==> src/rtl/lane_path_seq.sv <==
// Cross-lane path network step sequencer: tree reduction, plus a single-step rotate
// when LANE_PATH_SEQ_ROTATE_EN is defined (default build: every start is a reduce).
module lane_path_seq #(
   parameter int NUM_LANES = 16,
   parameter int LOG_LANES = $clog2(NUM_LANES)
) (
   input  logic       clock,
   input  logic       reset,
   input  logic       I_Start,
   input  logic       I_Mode,
   input  logic [2:0] I_Log_Len,
   input  logic [3:0] I_Rot_Amt,
   input  logic       I_Abort,
   input  logic       I_Issue_Rdy,
   input  logic       I_WB_Valid,
   output logic       O_Req,
   output logic [4:0] O_Sel_Path,
   output logic       O_Busy,
   output logic [2:0] O_Step,
   output logic       O_Done,
   output logic       O_Err
);

   // state | meaning
   // IDLE  | waiting for an accepted start
   // ISSUE | request high, waiting for the exec unit to take the step
   // WAIT  | step issued, waiting for its writeback
   // DONE  | one-cycle completion pulse
   typedef enum logic [1:0] {IDLE, ISSUE, WAIT, DONE} state_t;

   localparam logic [2:0] MAX_LEN = 3'(LOG_LANES);

   state_t     state_q, state_d;
   logic [4:0] stride_q, stride_d;
   logic       rot_q, rot_d;
   logic       req_q, req_d;
   logic [4:0] sel_q, sel_d;
   logic       busy_q, busy_d;
   logic [2:0] step_q, step_d;
   logic       done_q, done_d;
   logic       err_q, err_d;
   logic [2:0] len_c;
   logic       rot_start;
   logic       kill;

`ifdef LANE_PATH_SEQ_ROTATE_EN
   assign rot_start = I_Mode;
`else
   logic unused_mode;
   assign unused_mode = I_Mode;
   assign rot_start   = 1'b0;
`endif

   always_comb begin
      state_d  = state_q;
      stride_d = stride_q;
      rot_d    = rot_q;
      req_d    = req_q;
      sel_d    = sel_q;
      step_d   = step_q;
      done_d   = 1'b0;
      err_d    = err_q;
      len_c    = (I_Log_Len > MAX_LEN) ? MAX_LEN : I_Log_Len;
      kill     = I_Abort && (state_q != IDLE);

      case (state_q)
         IDLE: begin
            if (I_Start && !I_Abort) begin
               err_d    = 1'b0;
               step_d   = 3'd0;
               rot_d    = rot_start;
               stride_d = rot_start ? {1'b0, I_Rot_Amt} : 5'(5'd1 << (len_c - 3'd1));
               if ((rot_start && I_Rot_Amt == 4'd0) || (!rot_start && len_c == 3'd0)) begin
                  state_d = DONE;
                  done_d  = 1'b1;
               end else begin
                  state_d = ISSUE;
                  req_d   = 1'b1;
                  sel_d   = {1'b1, stride_d[3:0]};
               end
            end
         end
         ISSUE: begin
            if (I_Issue_Rdy) begin
               state_d = WAIT;
               req_d   = 1'b0;
            end
         end
         WAIT: begin
            if (I_WB_Valid) begin
               step_d = step_q + 3'd1;
               if (rot_q || stride_q == 5'd1) begin
                  state_d = DONE;
                  done_d  = 1'b1;
                  sel_d   = 5'd0;
               end else begin
                  stride_d = stride_q >> 1;
                  state_d  = ISSUE;
                  req_d    = 1'b1;
                  sel_d    = {1'b1, stride_d[3:0]};
               end
            end
         end
         DONE: begin
            state_d = IDLE;
            sel_d   = 5'd0;
         end
         default: state_d = IDLE;
      endcase

      // A writeback the sequencer is not waiting for is a protocol error, unless an abort swallows it.
      if (I_WB_Valid && state_q != WAIT && !kill) err_d = 1'b1;

      if (kill) begin
         state_d  = IDLE;
         req_d    = 1'b0;
         sel_d    = 5'd0;
         done_d   = 1'b0;
         step_d   = step_q;
         stride_d = stride_q;
      end

      busy_d = (state_d != IDLE);
   end

   always_ff @(posedge clock) begin
      if (!reset) begin
         state_q  <= IDLE;
         stride_q <= 5'd0;
         rot_q    <= 1'b0;
         req_q    <= 1'b0;
         sel_q    <= 5'd0;
         busy_q   <= 1'b0;
         step_q   <= 3'd0;
         done_q   <= 1'b0;
         err_q    <= 1'b0;
      end else begin
         state_q  <= state_d;
         stride_q <= stride_d;
         rot_q    <= rot_d;
         req_q    <= req_d;
         sel_q    <= sel_d;
         busy_q   <= busy_d;
         step_q   <= step_d;
         done_q   <= done_d;
         err_q    <= err_d;
      end
   end

   assign O_Req      = req_q;
   assign O_Sel_Path = sel_q;
   assign O_Busy     = busy_q;
   assign O_Step     = step_q;
   assign O_Done     = done_q;
   assign O_Err      = err_q;

endmodule

==> config.mk <==
export PLATFORM = sky130hd
export DESIGN_NAME = lane_path_seq
export DESIGN_NICKNAME = d
export VERILOG_FILES = /design/src/rtl/lane_path_seq.sv
export SDC_FILE = /design/constraint.sdc
export NUM_CORES = 1
export LEC_CHECK = 0
export ABC_AREA = 1
export ABC_CLOCK_PERIOD_IN_PS = 1800
export BUFFER_PORTS_ARGS = -buffer_cell sky130_fd_sc_hd__buf_4
export CAP_MARGIN = 5
export CORE_ASPECT_RATIO = 1.1
export CORE_UTILIZATION = 45
export CTS_CLUSTER_DIAMETER = 120
export DETAILED_ROUTE_END_ITERATION = 8
export GPL_TIMING_DRIVEN = 0
export PLACE_DENSITY = 0.69
export SLEW_MARGIN = 10
export SYNTH_ARGS = -nofsm -noshare
export SYNTH_HDL_FRONTEND = slang
export SYNTH_SLANG_ARGS = --single-unit
==> constraint.sdc <==
create_clock -name clock -period 1.8 [get_ports clock]
set_clock_uncertainty 0.1 [all_clocks]
set_input_delay 0.09 -clock clock [delete_from_list [all_inputs] [get_ports clock]]
set_output_delay 0.09 -clock clock [all_outputs]
set_load 0.05 [all_outputs]
==> results.yml, run 1 <==
yosys:
  yosys.area.top_type: "dfxtp_1"
  synthCells: 152
  avgSynthCellArea_sq_um: 6.96
  synthTopCellsByArea: "dfxtp_1, nand2_1, nor2_1"
  synth.top_cell.area_share_pct: 35.9
  yosysWarnings: 0
  ys_seq_area_share_pct: 35.9
  ys_types: 25
  synthesis.nets: 167
  syn_area_sq_mm: 0.00106
  synth-seq-cells: 19
sta:
  grt_setup_unrepaired: "false"
  timing.final.crit_period_ps: 1420
  setup_viol: 0
  drv_slew: 0
  fmax_mhz: 704
  timing.final.crit_share_pct: 78.9
  setup_tns_ps: 0
  hold_viol: 0
  relSlewSlack_pct: 82.7
  worst_pin_slew_ps: 258
routing:
  top_layer: "met4"
  drt_first_pass_iters: 4
  dr_wl_met3_um: 62
  antenna_left: 0
  drcViolationCount: 0
  wl_met2_um: 1030
  drtIter0Drc: 21
  vias_per_cell: 4.79
  vias: 997
  routed_wl_um: 2150
  routedWlPerCell_um: 10.3
  m1WireLength_um: 1010
grt:
  grt_pass1_vias: 875
  grt_usage_pct: 20.2
  grt_max_degree: 11
  antenna_found_initial: 0
  grt_pass1_wl_um: 3560
  grt_overflow: 0
placement:
  hpwlAfterDp_um: 1700
  gp_congestion: 0.849
  dpl.cell_count: 202
  portBuffers: 20
layout:
  final_cells: 208
  diodes: 0
  post_route_cells_drive_above_1_share_pct: 22.5
  nNetsFinal: 194
  syn2layout_area_growth_pct: 22.1
clock_network:
  clk_latency_ps: 300
  cts-root-buf: "clkbuf_4"
  cts_setup_buffers: 0
  cts.sinks: 19
  path_clk_slew_ps: 100
  clk_path_buf_depth: 2
  cts_tree: "yes"
  htree_levels: 1
  cts_made_buffers: 3
floorplan:
  start_util_pct: 47.5
  core_sq_mm: 0.00223
  num_io_pins: 26
  die_area_sq_mm: 0.00255
  die_x_um: 48.2
  chipHeight_um: 52.9
  rows: 18
power:
  ir_drop_mv: 0.595
  powerDensity_mw_per_mm2: 885
  p_leak_nw: 0.650
critical_path:
  ff2ff_setup_slack_ps: 380
  ff2ff_path_depth: 8
  crit_type: "register to register"
  critPathCaptureType: "register"
  worstPathRequired_ps: 1900
  cp_max_fo: 10
  crit_arrival_ps: 1520
  cp-start-kind: "register"
  r2r_start: "state_q[1]"
  rr_endpoint: "O_Sel_Path[0]"
status:
  outcome: "complete, no violations"
worst_hold_path:
  whs_endpoint: "O_Req"
  worstHoldStart: "I_Issue_Rdy"
  hold_depth: 4
  hp-class: "input port to register"
flow_run:
  drv_cap: 0
-- how the worst max path moves through the flow --
stage	startpoint	to	slack [ps]	depth (start not counted)
after floorplan	O_Step[0]	O_Step[1]	510	3
after global placement	state_q[1]	stride_q[2]	430	8
after detailed placement	state_q[1]	O_Sel_Path[0]	410	8
after CTS	state_q[1]	O_Sel_Path[0]	380	8
after global routing	state_q[1]	O_Sel_Path[0]	260	8
final	state_q[1]	O_Sel_Path[0]	380	8
-- power by group --
group,internal [mW],total (mW),switching [mW]
Clock,0.0864,0.216,0.129
Sequential,0.468,0.492,0.0240
Combinational,0.143,0.436,0.294
Total,0.697,1.14,0.447
-- final cells by class --
cell class,count,area (sq um)
Sequential cell,19,380
Multi-Input combinational cell,109,569
Fill cell,226,937
Inverter,22,86.3
Timing Repair Buffer,22,170
Buffer,2,22.5
Clock buffer,4,26.3
Tap cell,30,37.5
-- registers in the layout, indices dropped and copies added (netlist names) --
register / cells
O_Busy: 1
O_Done: 1
O_Err: 1
O_Req: 1
O_Sel_Path: 5
O_Step: 3
state_q: 2
stride_q: 5
-- cell families after synthesis --
group | Yosys count | share of synthesized area, %
flip-flops | 19 | 35.9
buffers and inverters | 24 | 10.3
AND/OR/NAND/NOR | 83 | 39.0
adder cells (fa/ha/maj) | 1 | 1.18
AO/OA/AOI/OAI | 25 | 13.6
-- per-stage QoR --
step | power, mW | area [sq um] | utilization (%) | hold WS [ps] | worst slack [ps]
6_report | 1.14 | 1290 | 58.0 | 12.8 | 380
5_1_grt | 1.22 | 1290 | 58.0 | 31.6 | 257
4_1_cts | 1.16 | 1290 | 58.0 | 4.76 | 384
3_5_place_dp | 0.936 | 1250 | 55.9 | 277 | 411
3_3_place_gp | 0.928 | 1250 | 55.9 | 272 | 432
2_1_floorplan | 0.828 | 1060 | - | 110 | 513
-- cells in the final DEF (no fill, tap or decap) --
cell type	count
o31ai_1	1
clkbuf_4	3
a21oi_2	1
o21ai_2	1
nand4_1	2
clkbuf_1	1
o22ai_1	1
o21ai_0	9
nand3_1	9
nand3b_1	3
nor2_1	30
buf_4	20
nand2_1	31
buf_6	2
inv_1	17
clkinv_2	1
ha_1	1
nand2_2	1
inv_2	3
dlygate4sd3_1	2
dfxtp_1	19
a21oi_1	9
o211ai_1	1
nor2_8	1
o21bai_1	2
nand2_4	3
nor2_4	2
inv_4	1
nand4_4	1
-- repair_timing --
action                    CTS  global route
hold endpoints to repair    8             0
gates resized for setup     0             0
hold buffers                2             0
-- critical path, cell delays in order (launching register included) --
cell	delay, ps
dfxtp_1	430
buf_6	180
inv_2	60
nand2_1	50
nand2_1	110
nor2_4	150
inv_1	80
nor2_1	110
nor2_1	60
-- Yosys cell counts --
master	number
nand2_1	31
nor2_1	30
dfxtp_1	19
inv_1	17
a21oi_1	9
nand3_1	9
o21ai_0	9
inv_2	3
nand2_4	3
nand3b_1	3
buf_6	2
nand4_1	2
nor2_4	2
o21bai_1	2
a21oi_2	1
clkinv_2	1
ha_1	1
inv_4	1
nand2_2	1
nand4_4	1
nor2_8	1
o211ai_1	1
o21ai_2	1
o22ai_1	1
o31ai_1	1
-- routing by layer --
| layer | track usage, % | vias to the layer above |
|---|---|---|
| met5 | 0 | - |
| li1 | - | 540 |
| met3 | 4.10 | 5 |
| met2 | 32.2 | 16 |
| met4 | 9.72 | 0 |
| met1 | 25.0 | 436 |
No activity file was read; power rests on OpenSTA's default activity.
==> run 2: changes to the inputs <==
--- a/config.mk
+++ b/config.mk
@@ -5,8 +5,8 @@
 export SDC_FILE = /design/constraint.sdc
 export NUM_CORES = 1
 export LEC_CHECK = 0
-export ABC_AREA = 1
-export ABC_CLOCK_PERIOD_IN_PS = 1800
+export ABC_AREA = 0
+export ABC_CLOCK_PERIOD_IN_PS = 1200
 export BUFFER_PORTS_ARGS = -buffer_cell sky130_fd_sc_hd__buf_4
 export CAP_MARGIN = 5
 export CORE_ASPECT_RATIO = 1.1
@@ -14,7 +14,7 @@
 export CTS_CLUSTER_DIAMETER = 120
 export DETAILED_ROUTE_END_ITERATION = 8
 export GPL_TIMING_DRIVEN = 0
-export PLACE_DENSITY = 0.69
+export PLACE_DENSITY = 0.73
 export SLEW_MARGIN = 10
 export SYNTH_ARGS = -nofsm -noshare
 export SYNTH_HDL_FRONTEND = slang
==> constraint.sdc (replaced) <==
create_clock -name clock -period 1.2 [get_ports clock]
set_clock_uncertainty 0.1 [all_clocks]
set_input_delay 0.06 -clock clock [delete_from_list [all_inputs] [get_ports clock]]
set_output_delay 0.06 -clock clock [all_outputs]
set_load 0.05 [all_outputs]
==> results.yml, run 2 <==
critical_path:
  max_stage_delay_ps: 440
  crit_family: "simple AND/OR/NAND/NOR gates"
  crit_arrival_ps: 1710
  crit_type: "register to register"
  critPathBufInv: 0
  cp-start-kind: "register"
  path_depth: 4
  r2r_start: "state_q[1]"
  critPathCaptureType: "register"
  ff2ff_path_depth: 4
  cp_max_fo: 4
  ff2ff_setup_slack_ps: -380
  crit_path_start: "state_q[1]"
  worstPathRequired_ps: 1330
  cpMaxStageDelayCell: "or3b_4"
  worstPathCellList: "or3b_4 -> nand2b_1 -> a31o_2 -> a21oi_1"
floorplan:
  die_x_um: 45.9
  start_util_pct: 47.7
  die_area_sq_mm: 0.00231
  chipHeight_um: 50.3
  rows: 17
  core_sq_mm: 0.00200
  num_io_pins: 26
sta:
  worst_slack_ps: -382
  setup_viol: 19
  relSlewSlack_pct: 50.1
  grt_setup_unrepaired: "true"
  hold_viol: 0
  fmax_mhz: 632
  drv_slew: 0
  timing.final.crit_period_ps: 1580
  timing.final.crit_share_pct: 132
  worst_pin_slew_ps: 743
clock_network:
  cts.sinks: 19
  path_clk_slew_ps: 110
  htree_levels: 1
  cts_made_buffers: 3
  cts-root-buf: "clkbuf_4"
  clk_path_buf_depth: 2
  clk_latency_ps: 300
  cts_tree: "yes"
yosys:
  synth-seq-cells: 19
  ys_types: 38
  synth.top_cell.area_share_pct: 39.8
  synth.most_common_cell: "dfxtp_1"
  async_reset_ff_share_pct: 0
  syn_area_sq_um: 955
  yosysWarnings: 0
  synthTopCellsByArea: "dfxtp_1, a21oi_1, nand3b_1"
  synthCells: 111
  synthesis.nets: 126
  synthFlopType: "dfxtp_1"
  synth_edf_count: 0
  ys_seq_area_share_pct: 39.8
  avgSynthCellArea_sq_um: 8.60
  yosys.area.top_type: "dfxtp_1"
  synth_common_cells: "dfxtp_1, a21oi_1, nand2_1"
power:
  seqPwrFrac_pct: 44.9
  combPwrFrac_pct: 33.6
  power_mw: 1.55
  ir_drop_mv: 0.592
  clockPowerShare_pct: 21.5
  p_switching_mw: 0.525
  powerDensity_mw_per_mm2: 1040
  p_int_mw: 1.03
  switching_share_pct: 33.7
  p_leak_nw: 0.600
status:
  violations: "negative setup slack"
  outcome: "finished, violations left"
routing:
  vias_per_cell: 5.51
  antenna_left: 0
  routedWlPerCell_um: 15.0
  vias: 969
  routed_wl_um: 2640
  drt_first_pass_iters: 4
  drcViolationCount: 0
  drtIter0Drc: 30
placement:
  portBuffers: 20
  hpwlAfterDp_um: 1460
  place_ws_ps: -516
  gp_congestion: 0.791
layout:
  post_route_cells_drive_above_1_share_pct: 49.3
  final_common_cell: "buf_4"
  area.sequential_sq_um: 393
  nNetsFinal: 164
  syn2layout_area_growth_pct: 56.0
  diodes: 0
  final_cell_mix: "buf_4, dfxtp_1, nand2_1"
  nFillCells: 144
  multiInputGateArea_sq_um: 651
worst_hold_path:
  hold_depth: 4
  hp-class: "input port to register"
  worstHoldStart: "I_Abort"
grt:
  grt_overflow: 0
  grt_usage_pct: 24.3
  antenna_found_initial: 0
  grt_pass1_vias: 921
  grt_pass1_wl_um: 4190
  grt_max_degree: 11
flow_run:
  drv_cap: 0
run 2: cell count changes in the layout (fill, tap and decap cells not counted), sizes merged, moves of 3 or more:
cell / before / now
a311oi: 0 / 3
buf: 22 / 36
inv: 21 / 3
nand2: 35 / 11
nand3: 9 / 3
nand3b: 3 / 6
nand4: 3 / 0
nor2: 33 / 11
nor2b: 0 / 3
nor3: 0 / 3
o21ai: 10 / 5
run 2: what timing repair did:
action,CTS,global route
pin swaps,11,9
setup buffers,6,2
endpoints found under the setup margin,19,19
endpoints found under the hold margin,5,0
hold buffers,4,0
resized for setup,38,22
gates cloned,2,0
run 2: path summary, 6_finish.rpt:
check,endpoint
min reg2reg,O_Sel_Path[4]
max reg2reg,state_q[1]
min,stride_q[4]
max,state_q[1]
run 2: tightest hold or removal path, cell delays in order:
cell,delay (ps)
buf_4,120
nor2_4,60
nand2_4,60
and3_1,140
run 2: area by class of cell:
type	instances	area share [%]
clock buffer	4	1.76
multi-input combinational	82	43.7
sequential	19	26.4
timing repair buffer	34	19.5
inverter	3	0.756
tap	28	2.35
buffer	6	5.55
run 2: kinds of logic after synthesis:
logic type / Yosys count / share of synthesized area, %
mux: 3 / 3.28
xor+xnor: 1 / 0.918
flops: 19 / 39.8
fa+ha+maj: 1 / 1.31
compound gates: 31 / 23.7
buf+inv: 10 / 4.98
simple gates: 46 / 26.0
run 2: layer usage:
layer / wire, um / global-route usage, %
met5: 0 / 0
met4: 59 / 9.80
met3: 122 / 3.96
met2: 1350 / 37.6
met1: 1110 / 32.8
run 2: power groups by stage:
stage | combinational, mW | clock, mW | sequential [mW]
after floorplan | 0.181 | 0 | 0.810
after global placement | 0.390 | 0 | 0.708
after detailed placement | 0.392 | 0 | 0.709
after CTS | 0.480 | 0.346 | 0.699
after global routing | 0.555 | 0.369 | 0.704
final | 0.522 | 0.335 | 0.698
run 2: per-stage QoR:
stage	TNS (ps)	hold slack, ps	cells	utilization [%]	cell area, sq um
detailed placement	-6200	230	159	57.8	1150
floorplan	-3590	113	111	-	970
global placement	-5920	225	159	57.8	1150
finish	-4680	60.4	176	74.5	1490
CTS	-4150	34.8	174	70.5	1410
global route	-5640	76.4	176	74.5	1490
